$ cat src/rtl/mips_ctrl_pkg.sv
// Shared encodings for the multicycle MIPS controller: FSM states, opcodes and datapath selects.
package mips_ctrl_pkg;

  typedef enum logic [3:0] {
    S_FETCH  = 4'd0,
    S_DECODE = 4'd1,
    S_EXEC_R = 4'd2,
    S_EXEC_I = 4'd3,
    S_ADDR   = 4'd4,
    S_MEM_RD = 4'd5,
    S_MEM_WR = 4'd6,
    S_WB_R   = 4'd7,
    S_WB_I   = 4'd8,
    S_WB_MEM = 4'd9,
    S_BRANCH = 4'd10,
    S_JUMP   = 4'd11,
    S_ERROR  = 4'd12
  } state_t;

  localparam logic [5:0] OP_RTYPE = 6'h00;
  localparam logic [5:0] OP_J     = 6'h02;
  localparam logic [5:0] OP_JAL   = 6'h03;
  localparam logic [5:0] OP_BEQ   = 6'h04;
  localparam logic [5:0] OP_ADDI  = 6'h08;
  localparam logic [5:0] OP_LW    = 6'h23;
  localparam logic [5:0] OP_SW    = 6'h2B;
  localparam logic [5:0] FN_JR    = 6'h08;

  typedef enum logic [1:0] {
    PC_PLUS4  = 2'd0,
    PC_BRANCH = 2'd1,
    PC_JUMP   = 2'd2,
    PC_RS     = 2'd3
  } pc_src_t;

  typedef enum logic [1:0] {
    DST_RT  = 2'd0,
    DST_RD  = 2'd1,
    DST_R31 = 2'd2
  } reg_dst_t;

  typedef enum logic [1:0] {
    M2R_ALU = 2'd0,
    M2R_MEM = 2'd1,
    M2R_PC4 = 2'd2
  } mem_to_reg_t;

  typedef enum logic [1:0] {
    ALU_ADD   = 2'd0,
    ALU_SUB   = 2'd1,
    ALU_FUNCT = 2'd2
  } alu_op_t;

  // jr shares the R-type opcode and is told apart by funct
  function automatic logic is_jr(input logic [5:0] op, input logic [5:0] fn);
    return (op == OP_RTYPE) && (fn == FN_JR);
  endfunction

endpackage

$ cat src/rtl/multicycle_control_if.sv
// Memory request/acknowledge bus between the controller (master) and memory (slave).
interface multicycle_control_if;
  logic mem_req;
  logic mem_we;
  logic iord;
  logic mem_ack;

  modport master (output mem_req, output mem_we, output iord, input mem_ack);
  modport slave  (input mem_req, input mem_we, input iord, output mem_ack);
endinterface

$ cat src/rtl/mem_watchdog.sv
// Counts consecutive stalled memory cycles and pulses timeout_c on the cycle the limit is reached.
module mem_watchdog #(
  parameter int unsigned MEM_TIMEOUT = 15
) (
  input  logic clk,
  input  logic reset,
  input  logic req,
  input  logic ack,
  input  logic clr,
  output logic timeout_c
);

  localparam int unsigned CW = (MEM_TIMEOUT > 1) ? $clog2(MEM_TIMEOUT) : 1;

  logic [CW-1:0] cnt;
  logic          stall;

  assign stall = req && !ack;
  // An ack in the limit cycle clears stall, so the late ack wins over the fault
  assign timeout_c = stall && (cnt == CW'(MEM_TIMEOUT - 1));

  always_ff @(posedge clk or posedge reset) begin
    if (reset) begin
      cnt <= '0;
    end else if (!stall || clr || timeout_c) begin
      cnt <= '0;
    end else begin
      cnt <= cnt + CW'(1);
    end
  end

endmodule

$ cat src/rtl/multicycle_control.sv
// Multicycle MIPS control FSM with memory watchdog and retired-instruction counter.
// Build option: define MULTICYCLE_JAL_EN to decode jal (opcode 0x03) instead of faulting on it.
module multicycle_control
  import mips_ctrl_pkg::*;
#(
  parameter int unsigned CNT_W       = 32,
  parameter int unsigned MEM_TIMEOUT = 15
) (
  input  logic                      clk,
  input  logic                      reset,
  multicycle_control_if.master      mem,
  input  logic [5:0]                opcode,
  input  logic [5:0]                funct,
  input  logic                      alu_zero,
  output logic                      ir_write,
  output logic                      pc_write,
  output logic                      reg_write,
  output logic [1:0]                pc_src,
  output logic [1:0]                reg_dst,
  output logic [1:0]                mem_to_reg,
  output logic                      alu_src_a,
  output logic [1:0]                alu_src_b,
  output logic [1:0]                alu_op,
  output logic [3:0]                state,
  output logic [CNT_W-1:0]          instr_count,
  output logic                      err
);

  state_t state_q;
  state_t state_d;
  logic   timeout_c;
  logic   state_change;
  logic   retire;

  assign state_change = (state_d != state_q);
  assign retire       = (state_d == S_FETCH) && (state_q != S_FETCH);
  assign state        = state_q;
  assign err          = (state_q == S_ERROR);

  mem_watchdog #(
    .MEM_TIMEOUT (MEM_TIMEOUT)
  ) u_watchdog (
    .clk       (clk),
    .reset     (reset),
    .req       (mem.mem_req),
    .ack       (mem.mem_ack),
    .clr       (state_change),
    .timeout_c (timeout_c)
  );

  // Next state and control decode; everything is Moore except the ack/zero/jal-qualified enables
  always_comb begin
    state_d     = state_q;
    mem.mem_req = 1'b0;
    mem.mem_we  = 1'b0;
    mem.iord    = 1'b0;
    ir_write    = 1'b0;
    pc_write    = 1'b0;
    reg_write   = 1'b0;
    pc_src      = PC_PLUS4;
    reg_dst     = DST_RT;
    mem_to_reg  = M2R_ALU;
    alu_src_a   = 1'b0;
    alu_src_b   = 2'd0;
    alu_op      = ALU_ADD;

    unique case (state_q)
      S_FETCH: begin
        mem.mem_req = 1'b1;
        alu_src_b   = 2'd1;
        if (mem.mem_ack) begin
          ir_write = 1'b1;
          pc_write = 1'b1;
          state_d  = S_DECODE;
        end else if (timeout_c) begin
          state_d = S_ERROR;
        end
      end
      S_DECODE: begin
        alu_src_b = 2'd3;
        case (opcode)
          OP_RTYPE:     state_d = is_jr(opcode, funct) ? S_JUMP : S_EXEC_R;
          OP_ADDI:      state_d = S_EXEC_I;
          OP_LW, OP_SW: state_d = S_ADDR;
          OP_BEQ:       state_d = S_BRANCH;
          OP_J:         state_d = S_JUMP;
`ifdef MULTICYCLE_JAL_EN
          OP_JAL:       state_d = S_JUMP;
`else
          OP_JAL:       state_d = S_ERROR;
`endif
          default:      state_d = S_ERROR;
        endcase
      end
      S_EXEC_R: begin
        alu_src_a = 1'b1;
        alu_op    = ALU_FUNCT;
        state_d   = S_WB_R;
      end
      S_EXEC_I: begin
        alu_src_a = 1'b1;
        alu_src_b = 2'd2;
        state_d   = S_WB_I;
      end
      S_ADDR: begin
        alu_src_a = 1'b1;
        alu_src_b = 2'd2;
        state_d   = (opcode == OP_LW) ? S_MEM_RD : S_MEM_WR;
      end
      S_MEM_RD: begin
        mem.mem_req = 1'b1;
        mem.iord    = 1'b1;
        if (mem.mem_ack)    state_d = S_WB_MEM;
        else if (timeout_c) state_d = S_ERROR;
      end
      S_MEM_WR: begin
        mem.mem_req = 1'b1;
        mem.mem_we  = 1'b1;
        mem.iord    = 1'b1;
        if (mem.mem_ack)    state_d = S_FETCH;
        else if (timeout_c) state_d = S_ERROR;
      end
      S_WB_R: begin
        reg_write = 1'b1;
        reg_dst   = DST_RD;
        state_d   = S_FETCH;
      end
      S_WB_I: begin
        reg_write = 1'b1;
        state_d   = S_FETCH;
      end
      S_WB_MEM: begin
        reg_write  = 1'b1;
        mem_to_reg = M2R_MEM;
        state_d    = S_FETCH;
      end
      S_BRANCH: begin
        alu_src_a = 1'b1;
        alu_op    = ALU_SUB;
        pc_src    = PC_BRANCH;
        pc_write  = alu_zero;
        state_d   = S_FETCH;
      end
      S_JUMP: begin
        pc_write = 1'b1;
        pc_src   = is_jr(opcode, funct) ? PC_RS : PC_JUMP;
`ifdef MULTICYCLE_JAL_EN
        if (opcode == OP_JAL) begin
          reg_write  = 1'b1;
          reg_dst    = DST_R31;
          mem_to_reg = M2R_PC4;
        end
`endif
        state_d = S_FETCH;
      end
      S_ERROR: state_d = S_ERROR;
      default: state_d = S_ERROR;
    endcase
  end

  // State register and retirement counter
  always_ff @(posedge clk or posedge reset) begin
    if (reset) begin
      state_q     <= S_FETCH;
      instr_count <= '0;
    end else begin
      state_q <= state_d;
      if (retire) instr_count <= instr_count + CNT_W'(1);
    end
  end

endmodule

$ cat src/flat_wrapper.sv
// flat-port wrapper written by rule: the top's interface ports become plain ports
module multicycle_control_flat import mips_ctrl_pkg::*;
#(
  parameter int unsigned CNT_W       = 32,
  parameter int unsigned MEM_TIMEOUT = 15
)
  (clk, reset, opcode, funct, alu_zero, ir_write, pc_write, reg_write, pc_src, reg_dst, mem_to_reg, alu_src_a, alu_src_b, alu_op, state, instr_count, err, mem_mem_req, mem_mem_we, mem_iord, mem_mem_ack);
  multicycle_control_if mem_i ();
  input  logic clk;
  input  logic reset;
  input  logic [5:0] opcode;
  input  logic [5:0] funct;
  input  logic alu_zero;
  output logic ir_write;
  output logic pc_write;
  output logic reg_write;
  output logic [1:0] pc_src;
  output logic [1:0] reg_dst;
  output logic [1:0] mem_to_reg;
  output logic alu_src_a;
  output logic [1:0] alu_src_b;
  output logic [1:0] alu_op;
  output logic [3:0] state;
  output logic [CNT_W-1:0] instr_count;
  output logic err;
  output wire logic [$bits(mem_i.mem_req)-1:0] mem_mem_req;
  output wire logic [$bits(mem_i.mem_we)-1:0] mem_mem_we;
  output wire logic [$bits(mem_i.iord)-1:0] mem_iord;
  input wire logic [$bits(mem_i.mem_ack)-1:0] mem_mem_ack;
  assign mem_mem_req = mem_i.mem_req;
  assign mem_mem_we = mem_i.mem_we;
  assign mem_iord = mem_i.iord;
  assign mem_i.mem_ack = mem_mem_ack;
  multicycle_control #(.CNT_W(CNT_W), .MEM_TIMEOUT(MEM_TIMEOUT)) u_core (.clk(clk), .reset(reset), .mem(mem_i), .opcode(opcode), .funct(funct), .alu_zero(alu_zero), .ir_write(ir_write), .pc_write(pc_write), .reg_write(reg_write), .pc_src(pc_src), .reg_dst(reg_dst), .mem_to_reg(mem_to_reg), .alu_src_a(alu_src_a), .alu_src_b(alu_src_b), .alu_op(alu_op), .state(state), .instr_count(instr_count), .err(err));
endmodule
$ cat config.mk
export PLATFORM = sky130hd
export DESIGN_NAME = multicycle_control_flat
export DESIGN_NICKNAME = d
export VERILOG_FILES = /design/src/rtl/mips_ctrl_pkg.sv /design/src/rtl/multicycle_control_if.sv /design/src/rtl/mem_watchdog.sv /design/src/rtl/multicycle_control.sv /design/src/flat_wrapper.sv
export SDC_FILE = /design/constraint.sdc
export NUM_CORES = 1
export LEC_CHECK = 0
export BUFFER_PORTS_ARGS = -buffer_cell sky130_fd_sc_hd__buf_2
export CAP_MARGIN = 30
export CORE_UTILIZATION = 45
export DETAILED_ROUTE_END_ITERATION = 10
export GPL_TIMING_DRIVEN = 0
export PLACE_DENSITY_LB_ADDON = 0.2
export SETUP_SLACK_MARGIN = 0.4
export SLEW_MARGIN = 20
export SYNTH_ARGS = -nofsm -noshare
export SYNTH_HDL_FRONTEND = slang
export SYNTH_SLANG_ARGS = --single-unit
export TNS_END_PERCENT = 100
$ cat constraint.sdc
create_clock -name clk -period 2.17 [get_ports clk]
set_input_delay 0.217 -clock clk [delete_from_list [all_inputs] [get_ports clk]]
set_output_delay 0.217 -clock clk [all_outputs]
set_load 0.05 [all_outputs]
# == Word level (Yosys, flattened, before mapping) ==
# Cells that the tools add are included.
# word_totals
ff_bits,40
out_inout_bits,54
word_cells,67
inputBits,16
# op_classes
addsub,2
mux,23
eq_ne,20
n_reduce_logical,19
# op_table
cell,n
adder 32 x 1 -> 32 bit (second input constant),1
one-hot mux 4 bit (8 select lines),1
equality test 4 bit (second input constant),6
two-way mux 4 bit,6
one-hot mux 4 bit (5 select lines),1
equality test 4 x 3 -> 1 bit (second input constant),4
equality test 6 x 4 -> 1 bit (second input constant),2
equality test 6 bit (second input constant),2
two-way mux 1 bit,10
equality test 4 x 2 -> 1 bit (second input constant),2
logical NOT 4 bit,2
one-hot mux 2 bit (2 select lines),2
equality test 6 x 2 -> 1 bit (second input constant),1
equality test 6 x 3 -> 1 bit (second input constant),1
logical NOT 6 bit,1
one-hot mux 2 bit (3 select lines),1
OR reduction 2 bit,3
OR reduction 3 bit,2
OR reduction 5 bit,1
adder 4 x 1 -> 4 bit (second input constant),1
equality test 4 x 1 -> 1 bit (second input constant),1
logical AND 1 bit,4
!= test 4 bit,1
nonzero test 4 bit,1
other kinds (5),7

# == Logic depth before layout (Yosys ltp) ==
# logic_depth
depth_word,12
depth_mapped,9
depth_no_buf,8

# == Hierarchy ==
# Synthesis repeated with hierarchy kept, for this count alone.
# hier_totals
cells_unflattened,257
area_unflattened_um2,2423.6
# modules_own_cells
module,seq_area_each_um2,instances,area_each_um2,cells_each
multicycle_control,900.9,1,2227.1,238
mem_watchdog,100.1,1,196.4,19

# == Worst setup path after synthesis ==
# OpenSTA, ideal clock, no wires.
# synth_path
kind,reg2out
startpoint,"register u_core.state_q[1], in the netlist u_core.state[1]"
endpoint,output alu_op[1]
path_buffers,2
required_ps,1953
stages_incl_launch_ff,5
slack_ps,-451
t_arrival_ps,2404
cell_sequence,dfrtp_1 clkbuf_1 clkbuf_1 nand2b_1 nor3_1
# synth_via
elab_chain_cells,2
word_cells_on_any_way,3
cone_classes,eq/ne: 2; mux: 1
# synth_rtl
element,line,rtl
from (decl),multicycle_control.sv:29,state_t state_q;
from (signal assigned),multicycle_control.sv:167,state_q <= state_d;
equality test 4 bit or equality test 4 x 2 -> 1 bit (tied branches),multicycle_control.sv:67,unique case (state_q)
one-hot mux 2 bit (2 select lines) *,multicycle_control.sv:67,
to (decl),flat_wrapper.sv:22,output logic [1:0] alu_op;
# Mark *: on every way between the ends. The rest lies on a longest branch, timed or not.

# == Final worst setup path ==
# layout_path
startpoint,register u_core.u_watchdog.cnt[0]
endpoint,register u_core.instr_count[29]
# layout_via
elab_chain_cells,7
word_cells_on_any_way,9
cone_classes,eq/ne: 1; mux: 5; reduce/logical: 3
# layout_rtl
element,line,rtl
from (decl),mem_watchdog.sv:15,logic [CW-1:0] cnt;
from (signal assigned),mem_watchdog.sv:28,cnt <= cnt + CW'(1);
equality test 4 bit *,mem_watchdog.sv:20,assign timeout_c = stall && (cnt == CW'(MEM_TIMEOUT - 1));
logical AND 1 bit *,mem_watchdog.sv:20,
two-way mux 4 bit *,"multicycle_control.sv:75, multicycle_control.sv:114, multicycle_control.sv:121",
"two-way mux 4 bit, on equally long branches","multicycle_control.sv:120, multicycle_control.sv:71, multicycle_control.sv:113",
one-hot mux 4 bit (8 select lines) *,multicycle_control.sv:67,
logical NOT 4 bit *,multicycle_control.sv:36,assign retire = (state_d == S_FETCH) && (state_q != S_FETCH);
logical AND 1 bit *,multicycle_control.sv:36,
to (signal assigned),multicycle_control.sv:168,if (retire) instr_count <= instr_count + CNT_W'(1);
to (decl),multicycle_control.sv:25,"output logic [CNT_W-1:0] instr_count,"
# Marked as above.
# A chain may end at the register's enable or synchronous reset.

==> results.tsv <==
metric	value	unit
status	complete, but fails checks	
violations	negative setup slack	
grt_antenna_before_repair	0	
p_per_area	1420	nW/um^2
track_usage	0.239	
clock_sinks	40	
ant_nets	0	
hold_viol	0	
setup_viol	29	
row_count	25	
synth_xor_area_frac	0.126	
min_period	2.31	ns
synth_flop_cell	dfrtp_1	
worst_skew_pair.late_latency	0.29	ns
drc	0	
cap_violations	0	
dr.pass1.iters	4	
drtIter0Drc	188	
finClkSkew	0.00840	ns
peakVddDrop	0.00113	V
netlist.area_leader.share	0.424	
grt_pass1_wl	10.0	mm
synth_largest_area_cell	dfrtp_1	
dieHeight	74.4	um
die_x	74.4	um
grt_pass1_vias	2080	
worstSetupStartpoint	u_core.u_watchdog.cnt[0]$_DFF_PP0_	
synthCells	255	
hold_path_startpoint	opcode[4]	
final_common_cell	buf_2	
vias_per_cell	5.52	
ys_seq_area_frac	0.424	
synth_mux_area_frac	0.00902	
slew_viol_final	0	
io_buffers	66	
critPathKind	register to register	
fin_tns_setup	-2.27	ns
layout-drive-gt1-share	0.530	
io_pins	70	
multi_input_area	1740	um^2
area_delta_synth_final	61.4	%
fmax	432	MHz
yosysWarnings	0	
gr-total-overflow	0	
gp_congestion	0.879	
wl_per_cell	15.9	um
grt_max_degree	23	
layout.nets	365	
layout_common_cells	buf_2, xor2_1, dfrtp_1, nand2_1	
grt_setup_unrepaired	yes	
synth_edf_count	0	
hpwl	3.96	mm
r2r_start	u_core.u_watchdog.cnt[0]$_DFF_PP0_	
p_leak	1.77	nW
seq_area	1020	um^2
synth_async_sr_flop_share	1.00	
cts-root-buf	clkbuf_8	
end_kind	register	
ys_types	44	
start_util	0.483	
cts-htree-levels	2	
ys_ff_latch	40	
avgSynthCellArea	9.25	um^2
hold_path_class	primary input to register	
crit_path_max_fanout	10	
synth_top_family_by_area	simple AND/OR/NAND/NOR gates	
period_share	1.07	
cts_buffer_depth	2	
dp_cells	390	
syn_area	2360	um^2
core-area	4880	um^2
cts_tree	built	
nFillCells	307	
synth_area_leaders	dfrtp_1, xor2_1, nor4_2, nor2_1, nor3_1	
synth_compound_area_frac	0.0812	
via_count	2284	
worst_slack	-0.145	ns
synthAdderAreaFrac	0.0202	
start_kind	register	
wl	6.58	mm
crit_arrival	2.53	ns
instances_no_fill	414	
cts_buffers	5	
synth-simple-area-share	0.291	
required	2.38	ns
path_clk_slew	0.08	ns
dieArea	5530	um^2
num_antenna_cells	0	
## sequential cells by signal, indices dropped and copies added (netlist names)
register	cells
u_core.instr_count	32
u_core.state	4
u_core.u_watchdog.cnt	4
## cell usage after synthesis, types with 2 or more instances
master / instances
nand2_1: 21
nor3_1: 17
o22ai_1: 2
nand4_1: 6
o21ai_0: 6
xor2_1: 27
and3_1: 5
xnor2_1: 7
a21oi_1: 7
o211ai_1: 2
inv_1: 11
nor4_1: 4
o21bai_1: 2
ha_1: 3
or3_1: 2
nand2b_1: 2
nor2_1: 26
a21o_1: 2
nor2b_1: 4
nor4_2: 9
clkbuf_1: 10
nand3_1: 16
and4b_1: 2
dfrtp_1: 40
buf_4: 3
## logic make-up after synthesis
kind of cell,count (synthesis)
other cells,1
xor+xnor,34
buf+inv,26
compound gates,27
simple gates,121
mux,2
flops,40
fa+ha+maj,4
## cell type report
type	instances	share of cell area
inverters	11	0.0125
clock inverters	2	0.00920
multi-input cells	190	0.457
well taps	67	0.0220
flip-flops and latches	40	0.267
clock buffers	6	0.0191
plain buffers	15	0.0585
repair buffers	83	0.155
## final timing paths
kind,cells after the start,end,slack (ns)
worst max-delay path,9,u_core.instr_count[29]$_DFFE_PP0P_,-0.14
worst min-delay path,3,u_core.state[1]$_DFF_PP0_,0.26
worst max register to register,9,u_core.instr_count[29]$_DFFE_PP0P_,-0.14
worst min register to register,1,u_core.instr_count[31]$_DFFE_PP0P_,0.47
max in group asynchronous,4,u_core.state[2]$_DFF_PP0_,1.21
min in group asynchronous,3,u_core.instr_count[26]$_DFFE_PP0P_,0.47
## layer usage
metal / GRT usage / share of wire / wire [um] / up-vias
li1: - / - / - / 1074
met3: 0.0379 / 0.045 / 295 / 14
met4: 0.0734 / 0.017 / 115 / 0
met2: 0.386 / 0.52 / 3400 / 75
met5: 0 / 0 / 0 / -
met1: 0.330 / 0.42 / 2780 / 1121
## power breakdown
group | switching (W) | internal, W
clock network | 0.000255 | 0.000341
registers | 0.000179 | 0.000910
logic | 0.00232 | 0.00138
## metrics by stage
stage               hold WS, ns   util  total power [W]  setup WS [ns]  instance area [um^2]
floorplan                 0.409      -          0.00327       -0.00223                  2700
global placement          0.452  0.638          0.00376         -0.234                  3120
detailed placement        0.248  0.644          0.00379         -0.257                  3140
CTS                       0.249  0.732          0.00500        -0.0922                  3570
global route              0.243  0.780          0.00566         -0.262                  3810
finish                    0.262  0.780          0.00539         -0.145                  3810
## worst max-delay path, stage by stage (launching register included)
cell and delay (ns):
dfrtp_1 0.34, inv_1 0.05, ha_2 0.17, and4b_1 0.20, and3_4 0.20, a2111oi_4 0.32, nand4_4 0.22, buf_12 0.23
nor4_4 0.29, xor2_1 0.20
## repair_timing
action,in CTS,in global routing
resized for setup,53,46
endpoints found under the hold margin,18,0
pin swaps,9,14
buffers inserted,9,6
hold buffers,1,0
endpoints found under the setup margin,48,46
No activity file was read; power rests on OpenSTA's default activity.
